===== config.mk =====
export PLATFORM = sky130hd
export DESIGN_NAME = lcd8080_stream_ctrl
export DESIGN_NICKNAME = d
export VERILOG_FILES = /design/src/rtl/lcd8080_pkg.sv /design/src/rtl/lcd_req_fifo.sv /design/src/rtl/lcd8080_stream_ctrl.sv
export SDC_FILE = /design/constraint.sdc
export NUM_CORES = 1
export LEC_CHECK = 0
export ABC_AREA = 1
export CAP_MARGIN = 20
export CORE_MARGIN = 2
export CORE_UTILIZATION = 55
export CTS_CLUSTER_SIZE = 12
export DETAILED_ROUTE_END_ITERATION = 10
export DONT_BUFFER_PORTS = 1
export PLACE_DENSITY = 0.82
export SETUP_SLACK_MARGIN = 0.1
export SLEW_MARGIN = 5
export SYNTH_ARGS = -nofsm -noshare
export SYNTH_HDL_FRONTEND = slang
export SYNTH_SLANG_ARGS = --single-unit
export TNS_END_PERCENT = 5

===== constraint.sdc =====
create_clock -name clk -period 4.64 [get_ports clk]
set_input_delay 0.928 -clock clk [delete_from_list [all_inputs] [get_ports clk]]
set_output_delay 0.928 -clock clk [all_outputs]
set_load 0.01 [all_outputs]

===== src/rtl/lcd8080_pkg.sv =====
// Shared types for the 8080-style LCD write controller: request format,
// op codes and engine states.
package lcd8080_pkg;

    typedef enum logic [2:0] {
        OP_CMD   = 3'd0,
        OP_DAT8  = 3'd1,
        OP_PIX   = 3'd2,
        OP_FILL  = 3'd3,
        OP_DELAY = 3'd4
    } lcd_op_e;

    // op is kept as raw bits so illegal codes 5-7 survive the queue intact
    typedef struct packed {
        logic [2:0]  op;
        logic [15:0] data;
        logic [23:0] count;
    } lcd_req_t;

    typedef enum logic [2:0] {
        ST_RST_LOW,
        ST_RST_WAIT,
        ST_IDLE,
        ST_SETUP,
        ST_WRLOW,
        ST_WRHIGH,
        ST_DLY
    } lcd_state_e;

    localparam int PIX_BITS = 16;

    function automatic int beats_per_pix(input int bus_w);
        return PIX_BITS / bus_w;
    endfunction

endpackage


===== src/rtl/lcd_req_fifo.sv =====
// Request queue: synchronous FIFO of lcd_req_t with wrap-bit pointers.
module lcd_req_fifo
    import lcd8080_pkg::*;
#(
    parameter int DEPTH = 16
) (
    input  logic                     clk,
    input  logic                     rst_n,
    input  logic                     push,
    input  lcd_req_t                 wdata,
    input  logic                     pop,
    output lcd_req_t                 rdata,
    output logic                     full,
    output logic                     empty,
    output logic [$clog2(DEPTH):0]   level
);

    localparam int AW = $clog2(DEPTH);
    localparam int LW = AW + 1;

    lcd_req_t    mem [DEPTH];
    logic [AW:0] wr_ptr;
    logic [AW:0] rd_ptr;
    logic        do_push;
    logic        do_pop;

    assign level   = wr_ptr - rd_ptr;
    assign full    = (level == LW'(DEPTH));
    assign empty   = (level == '0);
    // full is the registered state, so a same-cycle pop never frees a slot
    assign do_push = push && !full;
    assign do_pop  = pop && !empty;
    assign rdata   = mem[rd_ptr[AW-1:0]];

    always_ff @(posedge clk or negedge rst_n) begin
        if (!rst_n) begin
            wr_ptr <= '0;
            rd_ptr <= '0;
        end else begin
            if (do_push) wr_ptr <= wr_ptr + LW'(1);
            if (do_pop)  rd_ptr <= rd_ptr + LW'(1);
        end
    end

    always_ff @(posedge clk) begin
        if (do_push) mem[wr_ptr[AW-1:0]] <= wdata;
    end

endmodule


===== src/rtl/lcd8080_stream_ctrl.sv =====
// 8080 parallel write engine for ILI934x-class panels: panel reset sequencer,
// request decoder, beat FSM and registered pad drivers.
module lcd8080_stream_ctrl
    import lcd8080_pkg::*;
#(
    parameter int BUS_W        = 8,
    parameter int FIFO_DEPTH   = 16,
    parameter int WR_LOW_CYC   = 2,
    parameter int WR_HIGH_CYC  = 1,
    parameter int RST_LOW_CYC  = 500,
    parameter int RST_WAIT_CYC = 6_000_000
) (
    input  logic                          clk,
    input  logic                          rst_n,
    input  logic                          req_valid,
    output logic                          req_ready,
    input  logic [2:0]                    req_op,
    input  logic [15:0]                   req_data,
    input  logic [23:0]                   req_count,
    output logic                          hw_ready,
    output logic                          busy,
    output logic [$clog2(FIFO_DEPTH):0]   fifo_level,
    output logic                          err_illegal,
    output logic                          lcd_cs_n,
    output logic                          lcd_rd_n,
    output logic                          lcd_rst_n,
    output logic                          lcd_dc,
    output logic                          lcd_wr_n,
    output logic [BUS_W-1:0]              lcd_d
);

    localparam int BPP = beats_per_pix(BUS_W);

    lcd_state_e       state, state_nxt;
    lcd_req_t         req_in, head;
    logic             full, empty, pop, rdy_en;
    logic [31:0]      tmr;
    logic             tmr_done;
    logic [23:0]      pix_left;
    logic             beat_idx, beat_last, more_beats;
    logic             cur_pix, cur_dc;
    logic [15:0]      cur_data;
    logic [BUS_W-1:0] beat_word;

    assign req_in    = '{op: req_op, data: req_data, count: req_count};
    assign req_ready = rdy_en && !full;
    assign lcd_rd_n  = 1'b1;

    lcd_req_fifo #(.DEPTH(FIFO_DEPTH)) u_fifo (
        .clk   (clk),
        .rst_n (rst_n),
        .push  (req_valid && req_ready),
        .wdata (req_in),
        .pop   (pop),
        .rdata (head),
        .full  (full),
        .empty (empty),
        .level (fifo_level)
    );

    assign tmr_done   = (tmr == '0);
    assign beat_last  = !cur_pix || (BPP == 1) || beat_idx;
    assign more_beats = !beat_last || (pix_left > 24'd1);
    assign busy       = !(state == ST_IDLE && empty && hw_ready);

    // Narrow bus sends the high byte of a pixel first
    always_comb begin
        beat_word = '0;
        if (!cur_pix)      beat_word[7:0] = cur_data[7:0];
        else if (BPP == 1) beat_word      = cur_data[BUS_W-1:0];
        else               beat_word[7:0] = beat_idx ? cur_data[7:0] : cur_data[15:8];
    end

    always_comb begin
        state_nxt   = state;
        pop         = 1'b0;
        err_illegal = 1'b0;
        case (state)
            ST_RST_LOW:  if (tmr_done) state_nxt = ST_RST_WAIT;
            ST_RST_WAIT: if (tmr_done) state_nxt = ST_IDLE;
            ST_IDLE: begin
                if (!empty) begin
                    pop = 1'b1;
                    case (head.op)
                        OP_CMD, OP_DAT8, OP_PIX: state_nxt = ST_SETUP;
                        OP_FILL:  if (head.count != '0) state_nxt = ST_SETUP;
                        OP_DELAY: if (head.count != '0) state_nxt = ST_DLY;
                        default:  err_illegal = 1'b1;
                    endcase
                end
            end
            ST_SETUP:    state_nxt = ST_WRLOW;
            ST_WRLOW:    if (tmr_done) state_nxt = ST_WRHIGH;
            ST_WRHIGH:   if (tmr_done) state_nxt = more_beats ? ST_SETUP : ST_IDLE;
            ST_DLY:      if (tmr_done) state_nxt = ST_IDLE;
            default:     state_nxt = ST_RST_LOW;
        endcase
    end

    // State, shared down-timer and the latched request being played out
    always_ff @(posedge clk or negedge rst_n) begin
        if (!rst_n) begin
            state    <= ST_RST_LOW;
            tmr      <= 32'(RST_LOW_CYC - 1);
            rdy_en   <= 1'b0;
            pix_left <= '0;
            beat_idx <= 1'b0;
            cur_pix  <= 1'b0;
            cur_dc   <= 1'b0;
            cur_data <= '0;
        end else begin
            state  <= state_nxt;
            rdy_en <= 1'b1;
            if (state_nxt != state) begin
                case (state_nxt)
                    ST_RST_WAIT: tmr <= 32'(RST_WAIT_CYC - 1);
                    ST_WRLOW:    tmr <= 32'(WR_LOW_CYC - 1);
                    ST_WRHIGH:   tmr <= 32'(WR_HIGH_CYC - 1);
                    ST_DLY:      tmr <= {8'h00, head.count} - 32'd1;
                    default:     tmr <= '0;
                endcase
            end else if (!tmr_done) begin
                tmr <= tmr - 32'd1;
            end

            if (pop) begin
                cur_data <= head.data;
                cur_dc   <= (head.op != OP_CMD);
                cur_pix  <= (head.op == OP_PIX) || (head.op == OP_FILL);
                pix_left <= (head.op == OP_FILL) ? head.count : 24'd1;
                beat_idx <= 1'b0;
            end

            if (state == ST_WRHIGH && state_nxt == ST_SETUP) begin
                if (!beat_last) begin
                    beat_idx <= 1'b1;
                end else begin
                    beat_idx <= 1'b0;
                    pix_left <= pix_left - 24'd1;
                end
            end
        end
    end

    // Pads are registered copies of the state decode, one cycle behind it
    always_ff @(posedge clk or negedge rst_n) begin
        if (!rst_n) begin
            hw_ready  <= 1'b0;
            lcd_rst_n <= 1'b0;
            lcd_cs_n  <= 1'b1;
            lcd_wr_n  <= 1'b1;
            lcd_dc    <= 1'b0;
            lcd_d     <= '0;
        end else begin
            lcd_rst_n <= (state != ST_RST_LOW);
            lcd_wr_n  <= (state != ST_WRLOW);
            if (state == ST_IDLE) hw_ready <= 1'b1;
            if (state == ST_SETUP) begin
                lcd_d    <= beat_word;
                lcd_dc   <= cur_dc;
                lcd_cs_n <= 1'b0;
            end else if (state == ST_IDLE && empty) begin
                lcd_cs_n <= 1'b1;
            end
        end
    end

endmodule

==> impl_metrics.csv <==
group,metric,value,unit
timing,hold_violations,0,
timing,period_share,0.9521,
critical_path,cp_max_fo,19,
clocking,cts_setup_buffers,0,
route,avgRoutedWirePerCell,21.48,µm
timing,skew,0.03344,ns
power,p_sw_frac,0.2252,
route,wl,86.52,mm
critical_path,cp_slowest_cell,"dfrtp_4",
logic_synthesis,synthArstFlopShare,0.1291,
place,gp_congestion,0.8907,
power,p_clk_frac,0.403,
grt,grt_usage,0.2702,
clocking,clk_latency,0.65,ns
die,io_pins,68,
critical_path,worstPathRequired,3.71,ns
clocking,cts.path.max_buffers,3,
die,die_area,64160,µm²
finish,synthToLayoutAreaGrowth,10.69,%
route,drtPass1Iterations,6,
power,fin_total_pwr,14.96,mW
power,powerDensity,395.4,nW/µm²
clocking,cts-root-buf,"clkbuf_16",
logic_synthesis,ys.flop_type,"edfxtp_1",
finish,fin_nets,3198,
finish,fill_cells,4445,
clocking,clock-sinks,790,
finish,antenna_cells,0,
finish,fin_area,37840,µm²
die,die_w,253.3,µm
critical_path,worstSetupPathType,"reg -> out",
clocking,htree_levels,3,
logic_synthesis,yosys_register_bits,790,
place,dp_slack,0.6864,ns
grt,antenna_found_initial,0,
finish,layout_common_cells,"edfxtp_1 (688), nand2_1 (643), nor2_1 (478)",
flow_run,maxCapViolCount,0,
clocking,cts-buffers-inserted,80,
critical_path,cp-start-kind,"register",
power,p_sw,3.369,mW
grt,overflow,0,
status,status,"completed",
route,drt.antenna.violating_nets,0,
power,p_comb_frac,0.052,
die,row_count,91,
route,routed_via_density,5.946,
logic_synthesis,netlist.area_leader.share,0.6044,
timing,setup_viol,0,
logic_synthesis,syn_inst,3143,
timing,maxSlewHeadroom,0.4598,
die,initial_utilization,0.5549,
logic_synthesis,netlist_top_cells_area,"edfxtp_1 (60%), nand2_1 (7.1%), dfrtp_1 (6.8%)",
power,p_leak,14.19,nW
finish,layout_commonest_cell,"edfxtp_1",
timing,tightest_slew,0.8073,ns
power,internal-power,11.59,mW
timing,whs,0.1191,ns
timing,rsz0062_at_grt,"no",
power,seqPwrFrac,0.545,
critical_path,cp.arrival,3.49,ns
die,die_h,253.3,µm
route,drt_iter0_drc,3137,
critical_path,crit_path_end_kind,"primary output",
critical_path,path_cells,"ha_1 > fa_1 > o21ai_2 > xor2_2 > nand3b_1 > nand2_1 > buf_4 > nor3_1 > buf_4",
logic_synthesis,yosysSeqAreaShare,0.6794,
logic_synthesis,yosys_warnings,0,
timing,fin_ws,0.2222,ns
critical_path,crit_top_cell,"buf_4",
grt,grt_pass1_wl,131.6,mm
place,place_hpwl,48.53,mm
logic_synthesis,synth_edf_count,688,
logic_synthesis,ys_types,52,
hold_path,min_path_type,"in -> async",
timing,fmax,0.2264,GHz
die,core_area,61600,µm²
route,num_vias,23950,
clocking,cts_tree,"built",
finish,drive_gt1_frac,0.07521,
logic_synthesis,synth_top_cell_by_area,"edfxtp_1",
power,ir_drop,0.3411,mV
timing,slew_viol_final,0,
place,dpl-instance-area,35400,µm²
logic_synthesis,syn_area_per_cell,10.88,µm²
grt,grt_max_degree,171,
grt,grt_pass1_vias,23060,
critical_path,cpPeakStageDelay,0.56,ns
clocking,cts.clk_slew.worst_paths,0.06,ns
finish,fin_util,0.6142,
critical_path,r2r_setup_slack,0.55,ns
timing,min_period,4.418,ns
place,io_buffers,0,
logic_synthesis,netlist_area,34180,µm²
route,drc,0,
-- cell type report --
| type | instances | area (µm²) | area share |
|---|---|---|---|
| inverters | 237 | 904.6 | 0.02391 |
| well taps | 837 | 1047 | 0.02768 |
| clock buffers | 119 | 2178 | 0.05757 |
| clock inverters | 18 | 214.0 | 0.005655 |
| multi-input cells | 1958 | 9422 | 0.2490 |
| repair buffers | 69 | 838.3 | 0.02216 |
| flip-flops and latches | 790 | 23230 | 0.6140 |
-- synthesized netlist by cell type, types with 11 or more instances --
master and number:
edfxtp_1 688, nand2_1 643, nor2_1 495, o21ai_0 246, inv_1 227, nand3_1 159, dfrtp_1 93, clkbuf_1 67
buf_2 61, xor2_1 59, o22ai_1 58, o21ai_1 53, a21oi_1 34, o221ai_1 27, nand4_1 23, nor3_1 21
o211ai_1 21, a41oi_1 16, xnor2_1 16, ha_1 15, buf_1 11, buf_6 11
-- sequential cells by signal, indices dropped and copies added, names as in the netlist, 3 cells and up --
name / count
tmr: 32
u_fifo.wr_ptr: 5
state: 3
pix_left: 24
u_fifo.rd_ptr: 5
lcd_d: 8
u_fifo.mem: 688
cur_data: 16
-- metrics by stage --
stage / std cells / setup TNS (ns)
floorplan: 3144 / -321.06
global placement: 3890 / 0
detailed placement: 3890 / 0
CTS: 4028 / 0
global route: 4028 / 0
finish: 4028 / 0
-- power by group through the flow --
| stage | Combinational, mW | Sequential (mW) | Clock (mW) |
|---|---|---|---|
| final | 0.785 | 8.15 | 6.02 |
| after global routing | 0.840 | 8.17 | 6.35 |
| after detailed placement | 0.740 | 8.29 | 0 |
| after CTS | 0.768 | 8.15 | 6.05 |
| after floorplan | 0.391 | 8.28 | 0 |
| after global placement | 0.724 | 8.28 | 0 |
-- final timing paths --
path                                              startpoint                           end  depth (start not counted)
min in group clk                                 req_data[8]  u_fifo.mem[15][32]$_DFFE_PP_                          0
worst min-delay path                                   rst_n            tmr[7]$_DFFE_PN1P_                          0
worst min register to register  u_fifo.wr_ptr[4]$_DFFE_PN0P_  u_fifo.wr_ptr[4]$_DFFE_PN0P_                          1
worst max register to register  u_fifo.rd_ptr[0]$_DFFE_PN0P_           tmr[17]$_DFFE_PN0P_                         19
worst max-delay path            u_fifo.rd_ptr[0]$_DFFE_PN0P_                   err_illegal                          9
max in group asynchronous                              rst_n  u_fifo.rd_ptr[0]$_DFFE_PN0P_                          1
-- per-layer routing --
metal  vias to the layer above  track usage  wire length [µm]
li1                      10740            -                 -
met1                     11480       0.3625             32750
met2                      1482       0.4284             40820
met3                       241      0.05633              9787
met4                         0       0.1202              3166
met5                         -            0                 0
-- critical path: cells and delay by family, from the launching register on --
kind                       cells  cell delay, ns
AOI/OAI and AO/OA              1            0.23
buffers and inverters          2            0.43
adders and majority gates      2            0.70
xor gates and xnor gates       1            0.31
and+or+nand+nor                3            0.63
DFF                            1            0.56
-- cells by family after synthesis --
group                      Yosys count  share of synthesized area
adders and majority gates           16                   0.006076
DFF                                790                     0.6794
and+or+nand+nor                   1393                     0.1668
buffers and inverters              396                    0.04912
xor gates and xnor gates            75                    0.01922
other                                1                  0.0001097
AOI/OAI and AO/OA                  472                    0.07929
-- timing repair --
action | in CTS | in global routing
gates resized for setup | 1 | 3
hold buffers | 1 | 0
setup endpoints to repair | 1 | 1
pin swaps | 1 | 1
endpoints found under the hold margin | 93 | 0
No activity file was read; power rests on OpenSTA's default activity.
